`src/rtl/axi_burst_master.sv`:
```
// ---------------------------------------------------------------------------
// axi_burst_master
//
// Purpose:
//   AXI4 initiator for a simple local request port. Accepts one request at
//   a time, issues one AW or AR burst (INCR, full-width beats). It moves
//   write data from a local stream onto W and read data from R onto a local
//   stream. It raises a one-cycle completion pulse after the B response or
//   the terminating R beat.
//
// Configuration:
//   AXI_BURST_MASTER_RCHECK_EN - when defined, read bursts are checked:
//     rlast position against the requested length, and every rid against
//     the request id. A mismatch is reported on done_err. A burst also
//     terminates on beat==len even without rlast. When undefined, done_err
//     is 0 and reads terminate on m_rlast only.
//
// Ports:
//   clk, rst_n          clock, asynchronous active-low reset
//   req_*               request handshake and payload (write/addr/len/id)
//   wr_*                local write-data stream (sink side)
//   rd_*                local read-data stream (source side)
//   done_*              completion pulse, kind (1=write), error flag
//   m_aw*, m_w*, m_b*   AXI write address / data / response channels
//   m_ar*, m_r*         AXI read address / data channels
//   dbg_state_o         current FSM state encoding
//
// Handshake rule (all valid/ready pairs): a transfer happens on a rising
// clock edge where valid and ready are both 1; valid, once raised, is held
// with a stable payload until that transfer.
// ---------------------------------------------------------------------------
module axi_burst_master #(
    parameter int ID_WIDTH   = 4,
    parameter int ADDR_WIDTH = 16,
    parameter int DATA_WIDTH = 32
) (
    input  logic                    clk,
    input  logic                    rst_n,
    input  logic                    req_valid,
    output logic                    req_ready,
    input  logic                    req_write,
    input  logic [ADDR_WIDTH-1:0]   req_addr,
    input  logic [7:0]              req_len,
    input  logic [ID_WIDTH-1:0]     req_id,
    input  logic                    wr_valid,
    output logic                    wr_ready,
    input  logic [DATA_WIDTH-1:0]   wr_data,
    input  logic [DATA_WIDTH/8-1:0] wr_strb,
    output logic                    rd_valid,
    input  logic                    rd_ready,
    output logic [DATA_WIDTH-1:0]   rd_data,
    output logic                    rd_last,
    output logic                    done_valid,
    output logic                    done_write,
    output logic                    done_err,
    output logic [ID_WIDTH-1:0]     m_awid,
    output logic [ADDR_WIDTH-1:0]   m_awaddr,
    output logic [7:0]              m_awlen,
    output logic [2:0]              m_awsize,
    output logic [1:0]              m_awburst,
    output logic                    m_awvalid,
    input  logic                    m_awready,
    output logic [DATA_WIDTH-1:0]   m_wdata,
    output logic [DATA_WIDTH/8-1:0] m_wstrb,
    output logic                    m_wlast,
    output logic                    m_wvalid,
    input  logic                    m_wready,
    input  logic [ID_WIDTH-1:0]     m_bid,
    input  logic                    m_bvalid,
    output logic                    m_bready,
    output logic [ID_WIDTH-1:0]     m_arid,
    output logic [ADDR_WIDTH-1:0]   m_araddr,
    output logic [7:0]              m_arlen,
    output logic [2:0]              m_arsize,
    output logic [1:0]              m_arburst,
    output logic                    m_arvalid,
    input  logic                    m_arready,
    input  logic [ID_WIDTH-1:0]     m_rid,
    input  logic [DATA_WIDTH-1:0]   m_rdata,
    input  logic                    m_rlast,
    input  logic                    m_rvalid,
    output logic                    m_rready,
    output logic [2:0]              dbg_state_o
);

    typedef enum logic [2:0] {
        S_IDLE  = 3'd0,
        S_WADDR = 3'd1,
        S_WDATA = 3'd2,
        S_WRESP = 3'd3,
        S_RADDR = 3'd4,
        S_RDATA = 3'd5
    } state_t;

    localparam logic [2:0] BEAT_SIZE = 3'($clog2(DATA_WIDTH / 8));

    state_t                  state_q, state_d;
    logic [7:0]              beat_q, beat_d;
    logic [ID_WIDTH-1:0]     id_q;
    logic [ADDR_WIDTH-1:0]   addr_q;
    logic [7:0]              len_q;
    logic                    done_valid_q, done_write_q, done_err_q;

    logic req_fire, aw_fire, ar_fire, w_fire, b_fire, r_fire;
    logic last_beat, r_end, r_err;

    assign req_fire  = req_valid & req_ready;
    assign aw_fire   = (state_q == S_WADDR) & m_awready;
    assign ar_fire   = (state_q == S_RADDR) & m_arready;
    assign w_fire    = (state_q == S_WDATA) & wr_valid & m_wready;
    assign b_fire    = (state_q == S_WRESP) & m_bvalid;
    assign r_fire    = (state_q == S_RDATA) & m_rvalid & rd_ready;
    assign last_beat = (beat_q == len_q);

`ifdef AXI_BURST_MASTER_RCHECK_EN
    logic rid_err_q;
    logic rid_bad;
    logic unused_ok;

    assign rid_bad   = (m_rid != id_q);
    // Terminate on rlast or on the expected final beat, whichever comes first.
    assign r_end     = r_fire & (m_rlast | last_beat);
    // Error if rlast and the expected final beat disagree, or any rid was wrong.
    assign r_err     = rid_err_q | rid_bad | (m_rlast != last_beat);
    assign unused_ok = ^m_bid;

    always_ff @(posedge clk or negedge rst_n) begin
        if (!rst_n) begin
            rid_err_q <= 1'b0;
        end else if (ar_fire) begin
            rid_err_q <= 1'b0;
        end else if (r_fire && rid_bad) begin
            rid_err_q <= 1'b1;
        end
    end
`else
    logic unused_ok;

    assign r_end     = r_fire & m_rlast;
    assign r_err     = 1'b0;
    assign unused_ok = ^{m_bid, m_rid};
`endif

    // State register and datapath registers
    always_ff @(posedge clk or negedge rst_n) begin
        if (!rst_n) begin
            state_q      <= S_IDLE;
            beat_q       <= 8'd0;
            id_q         <= '0;
            addr_q       <= '0;
            len_q        <= 8'd0;
            done_valid_q <= 1'b0;
            done_write_q <= 1'b0;
            done_err_q   <= 1'b0;
        end else begin
            state_q      <= state_d;
            beat_q       <= beat_d;
            if (req_fire) begin
                id_q   <= req_id;
                addr_q <= req_addr;
                len_q  <= req_len;
            end
            done_valid_q <= b_fire | r_end;
            done_write_q <= b_fire;
            done_err_q   <= r_end & r_err;
        end
    end

    // Next-state logic
    always_comb begin
        state_d = state_q;
        beat_d  = beat_q;
        unique case (state_q)
            S_IDLE: begin
                if (req_fire) state_d = req_write ? S_WADDR : S_RADDR;
            end
            S_WADDR: begin
                if (aw_fire) begin
                    state_d = S_WDATA;
                    beat_d  = 8'd0;
                end
            end
            S_WDATA: begin
                if (w_fire) begin
                    beat_d = beat_q + 8'd1;
                    if (last_beat) state_d = S_WRESP;
                end
            end
            S_WRESP: begin
                if (b_fire) state_d = S_IDLE;
            end
            S_RADDR: begin
                if (ar_fire) begin
                    state_d = S_RDATA;
                    beat_d  = 8'd0;
                end
            end
            S_RDATA: begin
                if (r_fire) beat_d = beat_q + 8'd1;
                if (r_end) state_d = S_IDLE;
            end
            default: state_d = S_IDLE;
        endcase
    end

    // Output logic
    always_comb begin
        req_ready = 1'b0;
        m_awvalid = 1'b0;
        m_arvalid = 1'b0;
        m_wvalid  = 1'b0;
        wr_ready  = 1'b0;
        m_wdata   = '0;
        m_wstrb   = '0;
        m_wlast   = 1'b0;
        m_bready  = 1'b0;
        rd_valid  = 1'b0;
        m_rready  = 1'b0;
        rd_data   = '0;
        rd_last   = 1'b0;
        unique case (state_q)
            // Not ready while reset is held, nor in the done-pulse cycle.
            S_IDLE:  req_ready = rst_n & ~done_valid_q;
            S_WADDR: m_awvalid = 1'b1;
            S_WDATA: begin
                m_wvalid = wr_valid;
                wr_ready = m_wready;
                m_wdata  = wr_data;
                m_wstrb  = wr_strb;
                m_wlast  = last_beat;
            end
            S_WRESP: m_bready  = 1'b1;
            S_RADDR: m_arvalid = 1'b1;
            S_RDATA: begin
                rd_valid = m_rvalid;
                m_rready = rd_ready;
                rd_data  = m_rdata;
                rd_last  = m_rlast;
            end
            default: ;
        endcase
    end

    assign m_awid      = id_q;
    assign m_awaddr    = addr_q;
    assign m_awlen     = len_q;
    assign m_awsize    = BEAT_SIZE;
    assign m_awburst   = 2'b01;
    assign m_arid      = id_q;
    assign m_araddr    = addr_q;
    assign m_arlen     = len_q;
    assign m_arsize    = BEAT_SIZE;
    assign m_arburst   = 2'b01;
    assign done_valid  = done_valid_q;
    assign done_write  = done_write_q;
    assign done_err    = done_err_q;
    assign dbg_state_o = state_q;

endmodule

```
`config.mk`:
```
export PLATFORM = sky130hd
export DESIGN_NAME = axi_burst_master
export DESIGN_NICKNAME = d
export VERILOG_FILES = /design/src/rtl/axi_burst_master.sv
export SDC_FILE = /design/constraint.sdc
export NUM_CORES = 1
export LEC_CHECK = 0
export ABC_AREA = 1
export BUFFER_PORTS_ARGS = -buffer_cell sky130_fd_sc_hd__buf_4
export CAP_MARGIN = 0
export CORE_AREA = 3 3 103 105
export CTS_CLUSTER_DIAMETER = 120
export DETAILED_ROUTE_END_ITERATION = 8
export DIE_AREA = 0 0 106 108
export PLACE_DENSITY = 0.67
export SLEW_MARGIN = 10
export SYNTH_ARGS = -nofsm -noshare
export SYNTH_HDL_FRONTEND = slang
export SYNTH_SLANG_ARGS = --single-unit
```
`constraint.sdc`:
```
create_clock -name clk -period 1.7 [get_ports clk]
set_input_delay 0.34 -clock clk [delete_from_list [all_inputs] [get_ports clk]]
set_output_delay 0.34 -clock clk [all_outputs]
set_load 0.1 [all_outputs]
```
==> impl.org, run 1 <==
** Cells and area
- Fraction of layout cells with a size suffix above 1 :: 70.5%
- Antenna diode instance count :: 0
- After routing the design area is 7220 um^2.
- From synthesis to final layout, the design area changed by 139%.
- Final-stage net count :: 798

** Die
- The initialized floorplan defines 36 standard-cell rows.
- In this run the standard cell core region covers 9730 um^2.
- The floorplan step defined a die boundary enclosing 11400 um^2.
- Horizontal extent of the die :: 106 um
- 266 I/O pins were placed.
- Vertical extent of the die :: 108 um
- For this configuration, the core starts out at a cell density of 31.0%.

** Yosys
- Counting flops and latches in the post-synthesis netlist gives 41.
- Averaged over all synthesized cells, the footprint is 7.43 um^2.
- Number of distinct library cells after synthesis :: 30
- Fraction of registers with async set/reset :: 100%
- After synthesis the cells add up to 3020 um^2.
- Sequential fraction of the synthesis area :: 34.0%
- In this run, synthesis inferred 0 flip-flops with an integrated enable.
- Gate Count Post-Synth :: 406
- Flip-flop cell with the highest count after synthesis :: dfrtp_1
- Yosys printed 0 warnings.

** STA
- Worst max-slew margin expressed relative to the limit :: 66.2%
- Setup repair after global routing could not meet its margin everywhere.
- Maximum clock rate :: 520 MHz
- Across all setup checks in the final design, the least slack found is -0.222 ns.
- Clock skew on the completed layout was measured at 0.00648 ns.
- Hold violation count in the final report :: 0
- The final critical path takes up 113% of the cycle.
- Post-route minimum period :: 1.92 ns
- Final slew viol count :: 0
- Transition time of the tightest slew-check pin :: 0.507 ns
- The tightest hold path in the finished design has a slack of 0.134 ns.
- Setup violators final :: 85
- Final total negative setup slack :: -14.61 ns

** Worst setup path
- Required time at the endpoint of the critical path :: 1.36 ns
- The critical path goes through inv_4 -> nand3_4 -> buf_12 -> buf_16 -> nor2_4 -> buf_12.
- The critical path is of the reg2out type.
- Cell at the slowest stage of the critical path :: dfrtp_4
- At the worst endpoint, the arrival time is 1.58 ns.
- The worst register-to-register path has a depth of 8.
- Most common cell on crit path :: buf_12
- In this run the worst path has a maximum fanout of 8.
- The startpoint identified for the worst register-to-register timing path is dbg_state_o[0]$_DFFE_PN0P_.
- Reg2reg end :: m_arid[3]$_DFFE_PN0P_
- Slowest cell delay on critical path :: 0.53 ns
- Element type at the critical path start :: flip-flop
- Crit end category :: output pin
- In this run the register-to-register setup slack is -0.06 ns.

** Routing
- Via count :: 3642
- After detailed routing, the number of vias per cell comes to 4.47.
- Total Routed Length :: 13.9 mm
- In the final routed layout, each cell accounts on average for 17.1 um.
- Iteration-0 DRC count of the detailed router :: 166
- The first detailed-routing pass took 4 iterations.
- Antenna-violating nets left :: 0
- For this run, design rule violations remaining after detail routing come to 0.

** Global route
- Summed over all layers, the global routing overflow is 0.
- The number of global-route vias before repair came to 3741.
- Met3 track utilization from global routing :: 5.73%
- The initial antenna violation count was 0.
- Wire length of the first global-routing pass :: 20.3 mm
- Met2 capacity usage during global routing :: 43.9%
- Largest net degree at the start of global routing :: 42
- The global routing stage identified its most utilized layer as met2.
- Total routing usage reported by global routing :: 22.7%
- Met1 Track Usage GR :: 23.3%

** Place
- Buffers placed on the I/O ports in this run total 246.
- Detailed placement finished with a half-perimeter wire length of 8.77 mm.
- Routability congestion estimate :: 0.834
- Area after detailed placement :: 5640 um^2
- Timing analysis after detailed placement gives a worst setup slack of -0.0776 ns.

** Outcome
- Violations in the final reports :: setup timing
- The flow ran to the end, but the final reports show violations.

** Clock network
- Clock tree root driver cell :: clkbuf_8
- H-tree depth :: 2
- CTS saw 41 sinks.
- Maximum number of buffers from clock root to sink :: 2
- TritonCTS built the clock tree.
- Number of buffers added by the clock tree synthesis step :: 5
- Later-pin clock latency in the skew report :: 0.29 ns
- The number of hold buffers added after CTS was 0.
- Clock slew seen by the registers of the worst setup and hold paths :: 0.08 ns

** Hold path
- The path class of the tightest hold or removal check is in2async.

** Job
- # Max-Cap Violations :: 0
-- flip-flops by register name (all words and copies together), names as in the netlist --
register     cells
m_arlen          8
done_write       1
dbg_state_o      3
beat_q           8
m_arid           4
done_valid       1
m_araddr        16
-- cells in the final DEF (no fill, tap or decap), types with 4 or more instances in the layout --
cell        n
buf_4     199
buf_12     86
inv_1      84
nor2_4     77
nand2_1    36
dfrtp_1    29
mux2_4     20
buf_6      17
nand2_2    12
conb_1     11
inv_2      10
dfrtp_2     9
nor2_1      8
nand2_4     7
o21ai_0     6
a21oi_1     6
nand4_1     6
clkbuf_8    5
nor2_2      4
nand3_1     4
a21oi_2     4
o21ai_2     4
-- worst max-delay path: cells and delay by family, from the launching register on --
family | cells | cell delay, ns
flops | 1 | 0.53
simple gates | 2 | 0.19
buf+inv | 4 | 0.57
-- how the worst max path moves through the flow --
stage	from	to	cells past startpoint
2_1_floorplan	dbg_state_o[1]$_DFFE_PN0P_	dbg_state_o[1]$_DFFE_PN0P_	9
3_3_place_gp	dbg_state_o[1]$_DFFE_PN0P_	m_arlen[5]$_DFFE_PN0P_	8
3_5_place_dp	dbg_state_o[1]$_DFFE_PN0P_	m_arlen[4]$_DFFE_PN0P_	8
4_1_cts	dbg_state_o[0]$_DFFE_PN0P_	m_wstrb[2]	6
5_1_grt	dbg_state_o[0]$_DFFE_PN0P_	m_wdata[25]	6
6_report	dbg_state_o[0]$_DFFE_PN0P_	m_wdata[25]	6
-- stage by stage --
step / cells / utilization [%]
final: 815 / 74.2
after global routing: 815 / 74.2
after detailed placement: 772 / 57.9
after CTS: 798 / 71.5
after global placement: 772 / 57.9
after floorplan: 415 / -
-- synth_stat cells (2+ instances only) --
library cell | count | share of area (%)
inv_1 | 95 | 12
nor2_1 | 85 | 11
nand2_1 | 47 | 5.9
buf_4 | 41 | 10
dfrtp_1 | 41 | 34
mux2_4 | 20 | 10
a21oi_1 | 9 | 1.5
o21ai_0 | 9 | 1.5
nand3_1 | 6 | 1.0
nand4_1 | 6 | 1.2
buf_2 | 5 | 0.83
nand2_2 | 4 | 0.83
xnor2_1 | 4 | 1.2
clkbuf_1 | 3 | 0.37
mux2_2 | 3 | 1.1
nand2_4 | 3 | 1.1
nand3_2 | 3 | 1.0
o21ai_2 | 3 | 0.87
buf_6 | 2 | 0.75
conb_1 | 2 | 0.25
inv_2 | 2 | 0.25
nand3b_1 | 2 | 0.50
nor2_2 | 2 | 0.41
nor2_4 | 2 | 0.75
nor3_1 | 2 | 0.33
-- cells by family after synthesis --
logic type               count (synthesis)  synth area share (%)
AO/OA/AOI/OAI                           23                  4.40
adder cells (fa/ha/maj)                  1                 0.415
AND/OR/NAND/NOR                        163                  24.3
other                                    2                 0.249
multiplexers                            23                  11.1
buffers and inverters                  149                  24.4
XOR/XNOR                                 4                  1.16
flip-flops                              41                  34.0
-- routing by layer --
metal | wire, um | part of all wire, % | vias to the layer above
li1 | - | - | 1693
met1 | 4570 | 33 | 1692
met2 | 7620 | 55 | 215
met3 | 1130 | 8.1 | 42
met4 | 602 | 4.3 | 0
met5 | 0 | 0 | -
-- layout make-up --
type / instances / area [um^2]
Inverter: 98 / 384
Timing Repair Buffer: 305 / 3490
Clock inverter: 2 / 15.0
Fill cell: 617 / 2510
Multi-Input combinational cell: 230 / 2050
Tap cell: 133 / 166
Clock buffer: 6 / 72.6
Sequential cell: 41 / 1050
-- timing repair --
item / in CTS / in global routing
hold endpoints to repair: 0 / 0
gates cloned: 3 / 5
buffers inserted: 17 / 13
pin swaps: 15 / 18
gates resized for setup: 252 / 39
setup endpoints to repair: 106 / 116
Power of run 1 is not shown: default switching activity piles up to over one toggle a cycle in this logic, so the estimate is an artifact.
==> run 2, diff against run 1 <==
--- a/config.mk
+++ b/config.mk
@@ -12,6 +12,7 @@
 export CTS_CLUSTER_DIAMETER = 120
 export DETAILED_ROUTE_END_ITERATION = 8
 export DIE_AREA = 0 0 106 108
+export MAX_ROUTING_LAYER = met4
 export PLACE_DENSITY = 0.67
 export SLEW_MARGIN = 10
 export SYNTH_ARGS = -nofsm -noshare
==> run 2 against run 1 <==
Utilization stayed put. Critical path depth stayed put. Critical path type unchanged. Cell area stayed put. Sequential cell count stayed put. Wire length is 0.17% higher. The flow still finishes with violations (setup timing). Maximum frequency is 0.23% lower. First-iteration DRC count is 19% higher. Global-route usage is 0.67 points higher. Die area stayed put. Hold slack better by 0.0047 ns.
==> impl.org, run 2 (synthesized netlist as in run 1, its figures left out) <==
** Worst setup path
- Slowest cell delay on critical path :: 0.53 ns (about the same)
- Data arrival time at the worst-slack endpoint :: 1.59 ns (about the same)
- The startpoint identified for the worst register-to-register timing path is dbg_state_o[0]$_DFFE_PN0P_.
- STA classifies the critical path endpoint as an output pin.
- The kind of cell with the highest combined delay along the critical path is buffers and inverters.
- Category of the most critical setup path :: reg2out
- Required time at the endpoint of the critical path :: 1.36 ns (about the same)
- Most common cell on crit path :: buf_12
- The worst setup path is launched from a flip-flop.
- Tracing the worst setup path back leads to its startpoint at dbg_state_o[0]$_DFFE_PN0P_.
- The setup slack on the worst flop-to-flop path was -0.07 ns (about the same).
- The critical path buffer and inverter count came to 4 (unchanged).
- Cell at the slowest stage of the critical path :: dfrtp_4
- The top fanout value on the critical path came to 8 (unchanged).
- Cells along the critical path :: inv_4 -> nand3_4 -> buf_12 -> buf_12 -> nor2_4 -> buf_12

** Place
- The count of placed standard cells including taps was 772 (unchanged).
- HPWL Detailed :: 8.77 mm (unchanged)
- Count of input and output buffers :: 246 (unchanged)
- The global placer's final weighted congestion was 0.847 (+1.5%).

** Outcome
- The flow ran to the end, but the final reports show violations.
- Violations in the final reports :: setup timing

** STA
- Unrepaired setup endpoints after global routing :: true
- The number of setup violations in the final report was 85 (unchanged).
- Final slew viol count :: 0 (unchanged)
- The part of the cycle the worst path needs came to 113% (+0.26 points).
- Slack of the critical path :: -0.226 ns (-0.00438 ns)
- The worst clock skew on the final layout was 0.00631 ns (-0.000175 ns).
- The number of hold-slack violations in the final timing report was 0 (unchanged).
- The shortest period the worst path allows is 1.93 ns (+0.00438 ns).
- The worst slew margin relative to its limit is 66.0% (-0.23 points).
- The actual slew at the worst max-slew pin was 0.510 ns (+0.00342 ns).
- The worst hold-check slack is 0.138 ns (+0.00473 ns).
- The achievable clock frequency is 519 MHz (-0.23%).

** Clock network
- TritonCTS clock tree :: done
- Number of buffers added by the clock tree synthesis step :: 5 (unchanged)
- Sinks on the clock net :: 41 (unchanged)
- Clock slew seen by the registers of the worst setup and hold paths :: 0.08 ns (about the same)
- H-tree depth :: 2 (unchanged)
- Maximum number of buffers from clock root to sink :: 2 (unchanged)
- Clock tree root driver cell :: clkbuf_8
- The clock latency at the later pin of the worst-skew pair is 0.29 ns (about the same).
- Hold-fix buffers, CTS :: 0 (unchanged)

** Hold path
- Worst hold path type :: in2async

** Global route
- Antenna violations before repair :: 0 (unchanged)
- The global routing stage identified its most utilized layer as met2.
- The fraction of met1 tracks used by global routing was 23.4% (+0.11 points).
- Global-route congestion overflow total :: 0 (unchanged)
- Met2 capacity usage during global routing :: 43.9% (unchanged)
- Via count of the first global-routing pass :: 3742 (+0.027%)
- The total global-route track usage is 23.4% (+0.67 points).
- The met3 layer usage reported by global route was 5.55% (-0.18 points).
- Largest net degree at the start of global routing :: 42 (unchanged)
- Wire length of the first global-routing pass :: 20.3 mm (-0.10%)

** Routing
- The post-detailed-route DRC marker count came to 0 (unchanged).
- First-pass DRT Iterations :: 4 (unchanged)
- The average wire per standard cell came to 17.1 um (+0.17%).
- The final wirelength is 13.9 mm (+0.17%).
- Via count :: 3630 (-0.33%)
- Iteration-0 DRC count of the detailed router :: 197 (+19%)
- The residual antenna-violating net count after detailed routing was 0 (unchanged).
- DR vias/cell :: 4.45 (-0.33%)

** Die
- The die area was 11400 um^2 (unchanged).
- I/O pins :: 266 (unchanged)
- The initial core utilization came to 31.0% (unchanged).
- The placeable core area was 9730 um^2 (unchanged).
- Horizontal extent of the die :: 106 um (unchanged)
- Vertical extent of the die :: 108 um (unchanged)
- Core Rows :: 36 (unchanged)

** Cells and area
- Number of flip-flops under the largest register name :: 16 (unchanged)
- Final Non-Filler Cells :: 815 (unchanged)
- Commonest non-fill, non-tap cell in the layout :: buf_4
- The area added between synthesis and finish is 139% (unchanged).
- The number of filler instances in the final layout came to 617 (unchanged).
- The share of cells above drive strength 1 was 70.5% (unchanged).
- Top library cells by usage in the layout, fill and taps aside :: buf_4, buf_12, inv_1
- The area of combinational cells with multiple inputs is 2050 um^2 (unchanged).
- The sequential cell area was 1050 um^2 (unchanged).
- Antenna diode instance count :: 0 (unchanged)
- Final-stage net count :: 798 (unchanged)

** Job
- The reported max-cap violation count is 0 (unchanged).
[run 2: cell counts in the layout (fill, tap and decap cells not counted)]
No cell type changed its count.
[run 2: path summary, 6_finish.rpt]
check | cells past startpoint | end
min reg2reg | 1 | m_araddr[15]$_DFFE_PN0P_
max reg2reg | 8 | m_arid[3]$_DFFE_PN0P_
max in group asynchronous | 2 | dbg_state_o[2]$_DFFE_PN0P_
max | 6 | m_wdata[2]
min | 2 | beat_q[4]$_DFFE_PN0P_
min in group clk | 2 | m_arlen[6]$_DFFE_PN0P_
[run 2: layout make-up]
class                      count  area share (%)
multi-input combinational    230            28.3
sequential                    41            14.5
clock buffer                   6            1.01
timing repair buffer         305            48.3
tap                          133            2.31
inverter                      98            5.32
clock inverter                 2           0.208
[run 2: what timing repair did]
action,in CTS,in global routing
resized for setup,252,39
setup buffers,17,13
gates cloned,3,5
setup endpoints to repair,106,116
pin swaps,15,18
[run 2: through the flow]
stage	util, %	cell area, um^2	worst slack [ns]	TNS [ns]
floorplan	-	3780	-0.440	-40.71
global placement	57.9	5640	-0.0366	-0.486
detailed placement	57.9	5640	-0.0776	-1.62
CTS	71.5	6950	-0.239	-17.78
global route	74.2	7220	-0.275	-19.70
finish	74.2	7220	-0.226	-14.70
[run 2: per-layer routing]
layer	vias up	routed length, um
li1	1691	-
met1	1686	4580
met2	215	7670
met3	38	1130
met4	0	563
met5	-	0
[run 2: worst reg2reg max path: stages, from the launching register on]
cell     delay [ns]
dfrtp_4        0.53
buf_12         0.15
nor2_4         0.14
nand2_4        0.09
nor2_8         0.11
buf_6          0.14
buf_6          0.12
nand2_8        0.08
mux2_4         0.31
Power of run 2 is left out for the same reason.
